`config.mk`:
```
export PLATFORM = sky130hd
export DESIGN_NAME = req_gnt_scheduler_flat
export DESIGN_NICKNAME = d
export VERILOG_FILES = /design/src/rtl/req_gnt_if.sv /design/src/rtl/req_gnt_scheduler.sv /design/src/flat_wrapper.sv
export SDC_FILE = /design/constraint.sdc
export NUM_CORES = 1
export LEC_CHECK = 0
export BUFFER_PORTS_ARGS = -buffer_cell sky130_fd_sc_hd__buf_2
export CORE_MARGIN = 3
export CORE_UTILIZATION = 52
export CTS_CLUSTER_SIZE = 30
export DETAILED_ROUTE_END_ITERATION = 10
export PLACE_DENSITY = 0.7
export SKIP_LAST_GASP = 1
export SLEW_MARGIN = 20
export SYNTH_ARGS = -nofsm -noshare
export SYNTH_HDL_FRONTEND = slang
export SYNTH_SLANG_ARGS = --single-unit
```
`constraint.sdc`:
```
create_clock -name clk -period 5.8 [get_ports clk]
set_input_delay 0.87 -clock clk [delete_from_list [all_inputs] [get_ports clk]]
set_output_delay 0.87 -clock clk [all_outputs]
set_load 0.02 [all_outputs]
```
`src/rtl/req_gnt_if.sv`:
```
// req_gnt_if: request/grant bundle between the requesters and req_gnt_scheduler.
//   req            level request lines, one per requester (0->1 = one request)
//   res_ready      shared resource can accept a grant this cycle
//   req_tag_*      one-cycle report of an entry entering the arrival FIFO
//   gnt, gnt_*     one-cycle grant pulse with requester id and sequence tag
//   pending_cnt    arrival-FIFO occupancy
//   dup_err        sticky: a request re-rose while still latched
//   timeout        sticky: head-of-queue wait limit exceeded
// Modports: slave = scheduler side, master = requester/testbench side.
interface req_gnt_if #(
  parameter int NUM_REQ = 4,
  parameter int QDEPTH  = 8,
  parameter int SEQW    = 4
);
  localparam int IDW = $clog2(NUM_REQ);
  localparam int CW  = $clog2(QDEPTH) + 1;

  logic [NUM_REQ-1:0] req;
  logic               res_ready;
  logic               req_tag_valid;
  logic [IDW-1:0]     req_tag_id;
  logic [SEQW-1:0]    req_tag;
  logic               gnt;
  logic [IDW-1:0]     gnt_id;
  logic [SEQW-1:0]    gnt_tag;
  logic [CW-1:0]      pending_cnt;
  logic               dup_err;
  logic               timeout;

  modport slave (
    input  req, res_ready,
    output req_tag_valid, req_tag_id, req_tag,
           gnt, gnt_id, gnt_tag, pending_cnt, dup_err, timeout
  );

  modport master (
    output req, res_ready,
    input  req_tag_valid, req_tag_id, req_tag,
           gnt, gnt_id, gnt_tag, pending_cnt, dup_err, timeout
  );
endinterface

```
`src/rtl/req_gnt_scheduler.sv`:
```
// req_gnt_scheduler: central request/grant scheduler for one shared resource.
// Rising edges on req[] are latched in a pending mask, moved one per cycle
// (lowest index first) into an arrival-order FIFO with a sequence tag, and
// granted in FIFO order as single-cycle gnt pulses spaced MIN_GAP+2 cycles
// apart, only while res_ready is high.
// Ports:
//   clk   posedge clock
//   rst   asynchronous, active-high reset
//   bus   req_gnt_if.slave (req, res_ready in; tag report, grant,
//         pending_cnt, dup_err, timeout out)
// Optional feature: define REQ_TIMEOUT_EN to enable the head-of-queue age
// counter that sets the sticky timeout flag after TIMEOUT cycles of waiting.
module req_gnt_scheduler #(
  parameter int NUM_REQ = 4,
  parameter int QDEPTH  = 8,
  parameter int MIN_GAP = 3,
  parameter int SEQW    = 4,
  parameter int TIMEOUT = 16
) (
  input logic        clk,
  input logic        rst,
  req_gnt_if.slave   bus
);
  localparam int IDW = $clog2(NUM_REQ);
  localparam int AW  = $clog2(QDEPTH);
  localparam int CW  = AW + 1;
  localparam int GW  = $clog2(MIN_GAP + 1);

  // Tags must stay unique across everything that can be outstanding at once.
  generate
    if ((QDEPTH + NUM_REQ > (1 << SEQW)) || (NUM_REQ < 2) || (NUM_REQ > 16) ||
        (QDEPTH < 2) || ((QDEPTH & (QDEPTH - 1)) != 0) || (MIN_GAP < 1) ||
        (TIMEOUT < 1)) begin : g_param_chk
      $error("req_gnt_scheduler: illegal parameters (need QDEPTH+NUM_REQ <= 2**SEQW, QDEPTH pow2)");
    end
  endgenerate

  typedef struct packed {
    logic [IDW-1:0]  id;
    logic [SEQW-1:0] tag;
  } entry_t;

  typedef enum logic [1:0] {
    S_IDLE,
    S_GRANT,
    S_GAP
  } state_t;

  // Request capture
  logic [NUM_REQ-1:0] req_q;
  logic [NUM_REQ-1:0] pend;
  logic [NUM_REQ-1:0] rise;
  logic [NUM_REQ-1:0] sel_mask;
  logic [NUM_REQ-1:0] pend_nxt;
  logic [IDW-1:0]     sel_id;
  logic               dup_err_q;

  // Arrival FIFO
  entry_t             mem [QDEPTH];
  logic [AW-1:0]      wr_ptr;
  logic [AW-1:0]      rd_ptr;
  logic [CW-1:0]      count;
  logic [SEQW-1:0]    seq;
  logic               full;
  logic               empty;
  logic               push;
  logic               pop;
  entry_t             head;

  // Tag report
  logic               req_tag_valid_q;
  logic [IDW-1:0]     req_tag_id_q;
  logic [SEQW-1:0]    req_tag_q;

  // Grant FSM
  state_t             state, state_nxt;
  logic [GW-1:0]      gap_cnt, gap_nxt;
  logic               gnt_q, gnt_nxt;
  logic [IDW-1:0]     gnt_id_q, gnt_id_nxt;
  logic [SEQW-1:0]    gnt_tag_q, gnt_tag_nxt;

  assign rise  = bus.req & ~req_q;
  assign full  = (count == CW'(QDEPTH));
  assign empty = (count == '0);
  assign head  = mem[rd_ptr];
  assign pop   = (state == S_IDLE) && !empty && bus.res_ready;
  // A full FIFO still accepts an entry on the cycle the head leaves.
  assign push  = (|pend) && (!full || pop);

  // Lowest pending index wins the single enqueue slot of this cycle.
  // NOTE: every always_comb output gets a default before any branch; a path
  // that leaves one unassigned would infer a latch.
  always_comb begin
    sel_id   = '0;
    sel_mask = '0;
    for (int i = NUM_REQ - 1; i >= 0; i--) begin
      if (pend[i]) begin
        sel_id   = IDW'(i);
        sel_mask = '0;
        sel_mask[i] = 1'b1;
      end
    end
  end

  // A rise on a still-pending line merges into that entry (pend stays a single bit).
  assign pend_nxt = (pend | rise) & ~(push ? sel_mask : '0);

  // NOTE: sequential state uses non-blocking assignments so every register
  // samples the pre-edge values regardless of statement order.
  always_ff @(posedge clk or posedge rst) begin
    if (rst) begin
      req_q     <= '0;
      pend      <= '0;
      dup_err_q <= 1'b0;
    end else begin
      req_q <= bus.req;
      pend  <= pend_nxt;
      if (|(rise & pend)) dup_err_q <= 1'b1;
    end
  end

  // NOTE: FIFO storage has no reset; pointers and count alone define which
  // entries are valid, so clearing the array would only add reset fan-out.
  always_ff @(posedge clk) begin
    if (push) mem[wr_ptr] <= '{id: sel_id, tag: seq};
  end

  always_ff @(posedge clk or posedge rst) begin
    if (rst) begin
      wr_ptr          <= '0;
      rd_ptr          <= '0;
      count           <= '0;
      seq             <= '0;
      req_tag_valid_q <= 1'b0;
      req_tag_id_q    <= '0;
      req_tag_q       <= '0;
    end else begin
      req_tag_valid_q <= push;
      if (push) begin
        wr_ptr       <= wr_ptr + AW'(1);
        seq          <= seq + SEQW'(1);
        req_tag_id_q <= sel_id;
        req_tag_q    <= seq;
      end
      if (pop) rd_ptr <= rd_ptr + AW'(1);
      case ({push, pop})
        2'b10:   count <= count + CW'(1);
        2'b01:   count <= count - CW'(1);
        default: count <= count;
      endcase
    end
  end

  // Grant FSM: IDLE pops and raises gnt, GRANT drops it and loads the gap,
  // GAP counts down so gnt rising edges are MIN_GAP+2 cycles apart.
  always_comb begin
    state_nxt   = state;
    gap_nxt     = gap_cnt;
    gnt_nxt     = 1'b0;
    gnt_id_nxt  = gnt_id_q;
    gnt_tag_nxt = gnt_tag_q;
    case (state)
      S_IDLE: begin
        if (pop) begin
          state_nxt   = S_GRANT;
          gnt_nxt     = 1'b1;
          gnt_id_nxt  = head.id;
          gnt_tag_nxt = head.tag;
        end
      end
      S_GRANT: begin
        state_nxt = S_GAP;
        gap_nxt   = GW'(MIN_GAP);
      end
      S_GAP: begin
        gap_nxt = gap_cnt - GW'(1);
        if (gap_cnt <= GW'(1)) state_nxt = S_IDLE;
      end
      default: state_nxt = S_IDLE;
    endcase
  end

  always_ff @(posedge clk or posedge rst) begin
    if (rst) begin
      state     <= S_IDLE;
      gap_cnt   <= '0;
      gnt_q     <= 1'b0;
      gnt_id_q  <= '0;
      gnt_tag_q <= '0;
    end else begin
      state     <= state_nxt;
      gap_cnt   <= gap_nxt;
      gnt_q     <= gnt_nxt;
      gnt_id_q  <= gnt_id_nxt;
      gnt_tag_q <= gnt_tag_nxt;
    end
  end

`ifdef REQ_TIMEOUT_EN
  localparam int TW = $clog2(TIMEOUT + 1);
  logic [TW-1:0] age;
  logic          timeout_q;

  // Age restarts on every pop and stays 0 while empty, so it measures how
  // long the current head has waited; it saturates at TIMEOUT.
  always_ff @(posedge clk or posedge rst) begin
    if (rst) begin
      age       <= '0;
      timeout_q <= 1'b0;
    end else begin
      if (pop || empty)            age <= '0;
      else if (age != TW'(TIMEOUT)) age <= age + TW'(1);
      if (age == TW'(TIMEOUT))     timeout_q <= 1'b1;
    end
  end

  assign bus.timeout = timeout_q;
`else
  assign bus.timeout = 1'b0;
`endif

  assign bus.req_tag_valid = req_tag_valid_q;
  assign bus.req_tag_id    = req_tag_id_q;
  assign bus.req_tag       = req_tag_q;
  assign bus.gnt           = gnt_q;
  assign bus.gnt_id        = gnt_id_q;
  assign bus.gnt_tag       = gnt_tag_q;
  assign bus.pending_cnt   = count;
  assign bus.dup_err       = dup_err_q;
endmodule

```
`src/flat_wrapper.sv`:
```
// flat-port wrapper written by rule: the top's interface ports become plain ports
module req_gnt_scheduler_flat 
#(
  parameter int NUM_REQ = 4,
  parameter int QDEPTH  = 8,
  parameter int MIN_GAP = 3,
  parameter int SEQW    = 4,
  parameter int TIMEOUT = 16
)
  (clk, rst, bus_req, bus_res_ready, bus_req_tag_valid, bus_req_tag_id, bus_req_tag, bus_gnt, bus_gnt_id, bus_gnt_tag, bus_pending_cnt, bus_dup_err, bus_timeout);
  req_gnt_if #(.NUM_REQ(NUM_REQ), .QDEPTH(QDEPTH), .SEQW(SEQW)) bus_i ();
  input logic clk;
  input logic rst;
  input wire logic [$bits(bus_i.req)-1:0] bus_req;
  input wire logic [$bits(bus_i.res_ready)-1:0] bus_res_ready;
  output wire logic [$bits(bus_i.req_tag_valid)-1:0] bus_req_tag_valid;
  output wire logic [$bits(bus_i.req_tag_id)-1:0] bus_req_tag_id;
  output wire logic [$bits(bus_i.req_tag)-1:0] bus_req_tag;
  output wire logic [$bits(bus_i.gnt)-1:0] bus_gnt;
  output wire logic [$bits(bus_i.gnt_id)-1:0] bus_gnt_id;
  output wire logic [$bits(bus_i.gnt_tag)-1:0] bus_gnt_tag;
  output wire logic [$bits(bus_i.pending_cnt)-1:0] bus_pending_cnt;
  output wire logic [$bits(bus_i.dup_err)-1:0] bus_dup_err;
  output wire logic [$bits(bus_i.timeout)-1:0] bus_timeout;
  assign bus_i.req = bus_req;
  assign bus_i.res_ready = bus_res_ready;
  assign bus_req_tag_valid = bus_i.req_tag_valid;
  assign bus_req_tag_id = bus_i.req_tag_id;
  assign bus_req_tag = bus_i.req_tag;
  assign bus_gnt = bus_i.gnt;
  assign bus_gnt_id = bus_i.gnt_id;
  assign bus_gnt_tag = bus_i.gnt_tag;
  assign bus_pending_cnt = bus_i.pending_cnt;
  assign bus_dup_err = bus_i.dup_err;
  assign bus_timeout = bus_i.timeout;
  req_gnt_scheduler #(.NUM_REQ(NUM_REQ), .QDEPTH(QDEPTH), .MIN_GAP(MIN_GAP), .SEQW(SEQW), .TIMEOUT(TIMEOUT)) u_core (.clk(clk), .rst(rst), .bus(bus_i));
endmodule
```
-- Word-level counts from Yosys, hierarchy flattened
Memory sizes are Yosys's and may differ from the RTL's. A register that Yosys moved wholly into a read port is not among the register bits.
Index checks and enable logic that the tools add are counted.
W data, S select, Z words.
- bits in registers: 35
- RAM bits: 48
- input bits: 7
- output and inout bits: 20
- memories: 1
- add/subtract/negate cells: 6
- $lt $le $gt $ge: 1
- equal/unequal tests: 7
- mux-type cells: 18
- bitwise gates (word level): 6
- reductions and logical operators: 14
- memory list (name ; words ; width ; read ports ; clocked after memory_dff ; write ports ; line ; source):
    u_core.mem ; 8 ; 6 ; 1 ; 1 ; 1 ; req_gnt_scheduler.sv:59 ; entry_t mem [QDEPTH];
- operator list (cell ; number):
    $mux W4 ; 5
    $and A4 B4 Y4 ; 3
    $mux W2 ; 6
    $add A4 B1 Y4 const B ; 2
    $not A4 Y4 ; 2
    $pmux W4 S2 ; 1
    $reduce_or A4 Y1 ; 2
    $add A3 B1 Y3 const B ; 2
    $pmux W2 S3 ; 1
    $eq A2 B1 Y1 const B ; 2
    $eq A2 B2 Y1 const B ; 2
    $eq A4 B4 Y1 const B ; 1
    $logic_not A4 Y1 ; 1
    $mux W1 ; 4
    $ne A2 B1 Y1 const B ; 2
    $or A4 B4 Y4 ; 1
    $pmux W2 S2 ; 1
    $reduce_and A2 Y1 ; 2
    $reduce_bool A2 Y1 ; 2
    $sub A4 B1 Y4 const B ; 1
    $logic_and A1 B1 Y1 ; 3
    $le A2 B1 Y1 const B ; 1
    $logic_not A1 Y1 ; 2
    $logic_not A2 Y1 ; 1
    2 further kinds ; 2

-- Logic depth before layout (Yosys ltp)
- word-level depth: 9
- mapped depth: 13
- gate-level depth less buffers: 12

-- Least setup slack after synthesis
No wires, ideal clock.
- path kind: input -> register
- start: input bus_res_ready
- end: memory u_core.mem[4][0] (netlist name), enable pin
- arrival: 2.327 ns
- data required time: 5.412 ns
- path slack: 3.085 ns
- stages: 5
- cell sequence: nand2_1 > and3_1 > buf_6 > a21o_4 > nor4b_1
- longest elaborated chain between the ends: 5
- RTL lines (element ; line ; source):
    start, declared ; flat_wrapper.sv:15 ; input wire logic [$bits(bus_i.res_ready)-1:0] bus_res_ready;
    $logic_and A1 B1 Y1 ; req_gnt_scheduler.sv:86 ; assign pop = (state == S_IDLE) && !empty && bus.res_ready;
    $logic_or A1 B1 Y1 ; req_gnt_scheduler.sv:88 ; assign push = (|pend) && (!full || pop);
    $logic_and A1 B1 Y1 ; req_gnt_scheduler.sv:88 ;
    $mux W1 ; req_gnt_scheduler.sv:125 ; if (push) mem[wr_ptr] <= '{id: sel_id, tag: seq};
    $mux W1 (not written as such) ; req_gnt_scheduler.sv:125 ;
    end, declared ; req_gnt_scheduler.sv:59 ;
Every way passes these cells.

-- Final worst setup path
- start: register u_core.state[0]
- end: memory u_core.mem[1][2] (netlist name), enable pin
- longest elaborated chain between the ends: 7
- RTL lines (element ; line ; source):
    start, declared ; req_gnt_scheduler.sv:76 ; state_t state, state_nxt;
    start signal, assigned ; req_gnt_scheduler.sv:191 ; state <= state_nxt;
    $logic_not A2 Y1 ; req_gnt_scheduler.sv:86 ;
    $logic_and A1 B1 Y1 (2 in series) ; req_gnt_scheduler.sv:86 ;
    $logic_or A1 B1 Y1 ; req_gnt_scheduler.sv:88 ;
    $logic_and A1 B1 Y1 ; req_gnt_scheduler.sv:88 ;
    $mux W1 ; req_gnt_scheduler.sv:125 ;
    $mux W1 (not written as such) ; req_gnt_scheduler.sv:125 ;
Every way passes these cells.

==> results.md <==
- Worst Tran Pin Value: 1030 ps
- Die area: 8340 um2
- Util after Layout: about three fifths
- Crit path kind: flip-flop to flip-flop
- CP Launch Type: flip-flop
- Post-synthesis compound-gate area fraction: under 10%
- Critical Path RT: 5780 ps
- Cts repair resizes: 0
- Ant diodes: 0
- Crit path time final: 2720 ps
- GR Overflow Total: 0
- Starting density of the core: about 55%
- Antenna Nets Post-Route: 0
- Worst-skew pair later-pin latency: roughly 350 ps
- Post-synth EDFFs: 48
- Critical path, cell by cell: inv_1, ha_1, nand2_1, and3_1, a21o_4, inv_6, nand2_4, nor3_1
- Post-synthesis mux area share: 9.89%
- Clock tree buffer depth: 2
- Ys Warns: 0
- Slowest stage delay, CP: 640 ps
- Unrepaired setup endpoints after global routing: no
- Hold Buf Count CTS: 0
- Rows: 30
- Main combinational cell family by area after synthesis: multiplexers
- Skew final: 9.74 ps
- Crit share post-route: 46.9%
- Asr flop ratio synth: 46.1%
- Routed WL: ~6.2 mm
- Initial DRC count: 155
- Hold WC Path Type: flip-flop to flip-flop
- Max cap viols: 0
- Number of I/O pins: 27
- Register area share after synthesis: 65.2%
- DRC: 0
- CTS tree: built
- Final setup TNS: 0 ps
- Simple-gate share of the synthesized area: 9.42%
- Setup Buffers After CTS: 0
- Largest net degree at the start of global routing: 42
- Antenna violations before repair: 0
- Hold Vio Cnt, Final: 0
- Mapped Area: 3780 um2
- Depth of the CTS H-tree: 3
- Vert. Die Dim: 91.3 um
- Slew HR: 30.6%
- Clock Tree Root: clkbuf_8
- TritonCTS Buffers: 9
- Vias per cell: 5.36
- Worst Setup End Kind: flip-flop
- Layout fillers: 562
- Synth unique cells: between 40 and 50
- Avg WL per Cell: about 16 um
- Power Density: 572 nW/um2
- Most used DFF post-synth: edfxtp_1
- Sink Count: 89
- VDD IR max: between 300 and 400 uV
- Worst EP arrival: 2700 ps
- Post-Synth XOR/XNOR Area: 2.98%
- Fin nets: approximately 300
- Vias in the first global route: approximately 2100
- Endpoints failing setup: 0
- Total track usage: 16.5%
- CP max stage cell: nor3_1
- PortBufs: 25
- Chip width: 91.3 um
- First-pass DRT Iterations: 4
- Slew Viols, Final: 0
- Layout cells sized above 1: 22.3%
- Status: finished, final reports clean
- Via count: between 2000 and 2500
- Mean post-synth cell area: 14.7 um2
- Adder and majority gate portion of the synthesized area: 3.64%
- First-pass GRT wire length: 10.5 mm
- Core area: 6910 um2
- Max Fclk: 367 MHz
- DP HPWL: 4.20 mm
- Leakage power: 1.67 nW
- RePlAce Congestion: 0.755
- Clock Pin Slew Worst Setup and Hold Paths: 80 ps
- CP Max Fanout: 14
- Synth-to-Final Area Change: 10.4%
- Syn nets: 276
- Post-Synthesis Cells: around 260
- Post-synthesis register bit count: 89
## cells by family after synthesis
family	count (synthesis)
flops	89
simple gates	58
compound gates	35
mux	36
buf+inv	16
other cells	1
fa+ha+maj	11
xor+xnor	12
## power by group
part           leakage (nW)  internal [mW]  total, mW  switching (mW)
registers             0.922          0.946       1.14           0.194
logic                 0.658          0.360      0.847           0.488
clock network        0.0875          0.198      0.402           0.204
total                  1.67           1.50       2.39           0.886
## critical path, delay by kind of cell, from the launching register on
family	cells	cell delay, ps
buffers and inverters	2	250
AO/OA/AOI/OAI	1	260
adder cells (fa/ha/maj)	1	170
AND/OR/NAND/NOR	4	1260
flip-flops	1	400
## sequential cells by signal, summed over array words and instances, names as in the netlist, 3 cells and up
| register | count |
|---|---|
| u_core.mem | 48 |
| u_core.bus.req_tag | 4 |
| u_core.wr_ptr | 3 |
| u_core.seq | 4 |
| u_core.req_q | 4 |
| u_core.rd_ptr | 3 |
| u_core.pend | 4 |
| u_core.bus.pending_cnt | 4 |
| u_core.bus.gnt_tag | 4 |
## per-stage QoR
stage	worst slack, ps	cells	hold slack (ps)	total power, mW	area, um2
after global placement	2840	371	473	1.98	3970
after floorplan	3080	258	491	1.78	3780
after CTS	2880	387	500	2.41	4160
after detailed placement	2630	371	478	2.01	3970
final	3080	387	496	2.39	4180
after global routing	2830	387	525	2.57	4180
## cells in the final DEF (no fill, tap or decap), types with 3 or more instances in the layout
cell type,n
a21oi_1,3
a22oi_1,12
buf_2,25
clkbuf_8,9
dfrtp_1,41
edfxtp_1,48
ha_1,11
inv_1,5
mux2_2,11
mux2i_1,25
nand2_1,12
nand2b_1,3
nand3_1,7
nand3b_1,3
nor2_1,10
nor2b_1,4
nor3_1,4
o21ai_0,12
xnor2_1,5
xor2_1,6
## cells in the mapped netlist, types with 3 or more instances
library cell / n / area, um2
mux2_2: 11 / 124
nand2b_1: 3 / 18.8
a21oi_1: 3 / 15.0
xnor2_1: 5 / 43.8
edfxtp_1: 48 / 1440
nor3_1: 4 / 20.0
inv_1: 5 / 18.8
nand2_1: 12 / 45.0
nor2b_1: 4 / 25.0
nand3b_1: 3 / 22.5
mux2i_1: 25 / 250
nor2_1: 10 / 37.5
nand3_1: 7 / 35.0
xor2_1: 6 / 52.6
o21ai_0: 12 / 60.1
buf_2: 4 / 20.0
a22oi_1: 12 / 90.1
dfrtp_1: 41 / 1030
ha_1: 11 / 138
## worst paths after layout
| kind | start | end | slack, ps | depth (start not counted) |
|---|---|---|---|---|
| max | u_core.state[0]$_DFFE_PP0P_ | u_core.mem[1][2]$_DFFE_PP_ | 3080 | 8 |
| max in group asynchronous | rst | u_core.seq[2]$_DFFE_PP0P_ | 4820 | 3 |
| min | u_core.bus.dup_err$_DFFE_PP0P_ | u_core.bus.dup_err$_DFFE_PP0P_ | 500 | 2 |
| max reg2reg | u_core.state[0]$_DFFE_PP0P_ | u_core.mem[1][2]$_DFFE_PP_ | 3080 | 8 |
| min reg2reg | u_core.bus.dup_err$_DFFE_PP0P_ | u_core.bus.dup_err$_DFFE_PP0P_ | 500 | 2 |
| min in group asynchronous | rst | u_core.state[0]$_DFFE_PP0P_ | 630 | 3 |
## per-layer routing
metal	track usage (%)	share of wire (%)
met2	24.5	47
met4	7.91	1.8
met3	3.07	3.8
met1	23.4	48
met5	0	0
## cell type report
cell class,count,area [um2],share of cell area [%]
sequential,89,2470,59.0
multi-input combinational,153,1240,29.6
timing repair buffer,27,140,3.35
clock buffer,11,131,3.14
tap,96,120,2.87
clock inverter,5,55.1,1.32
inverter,6,27.5,0.659
No activity file was read; power rests on OpenSTA's default activity.
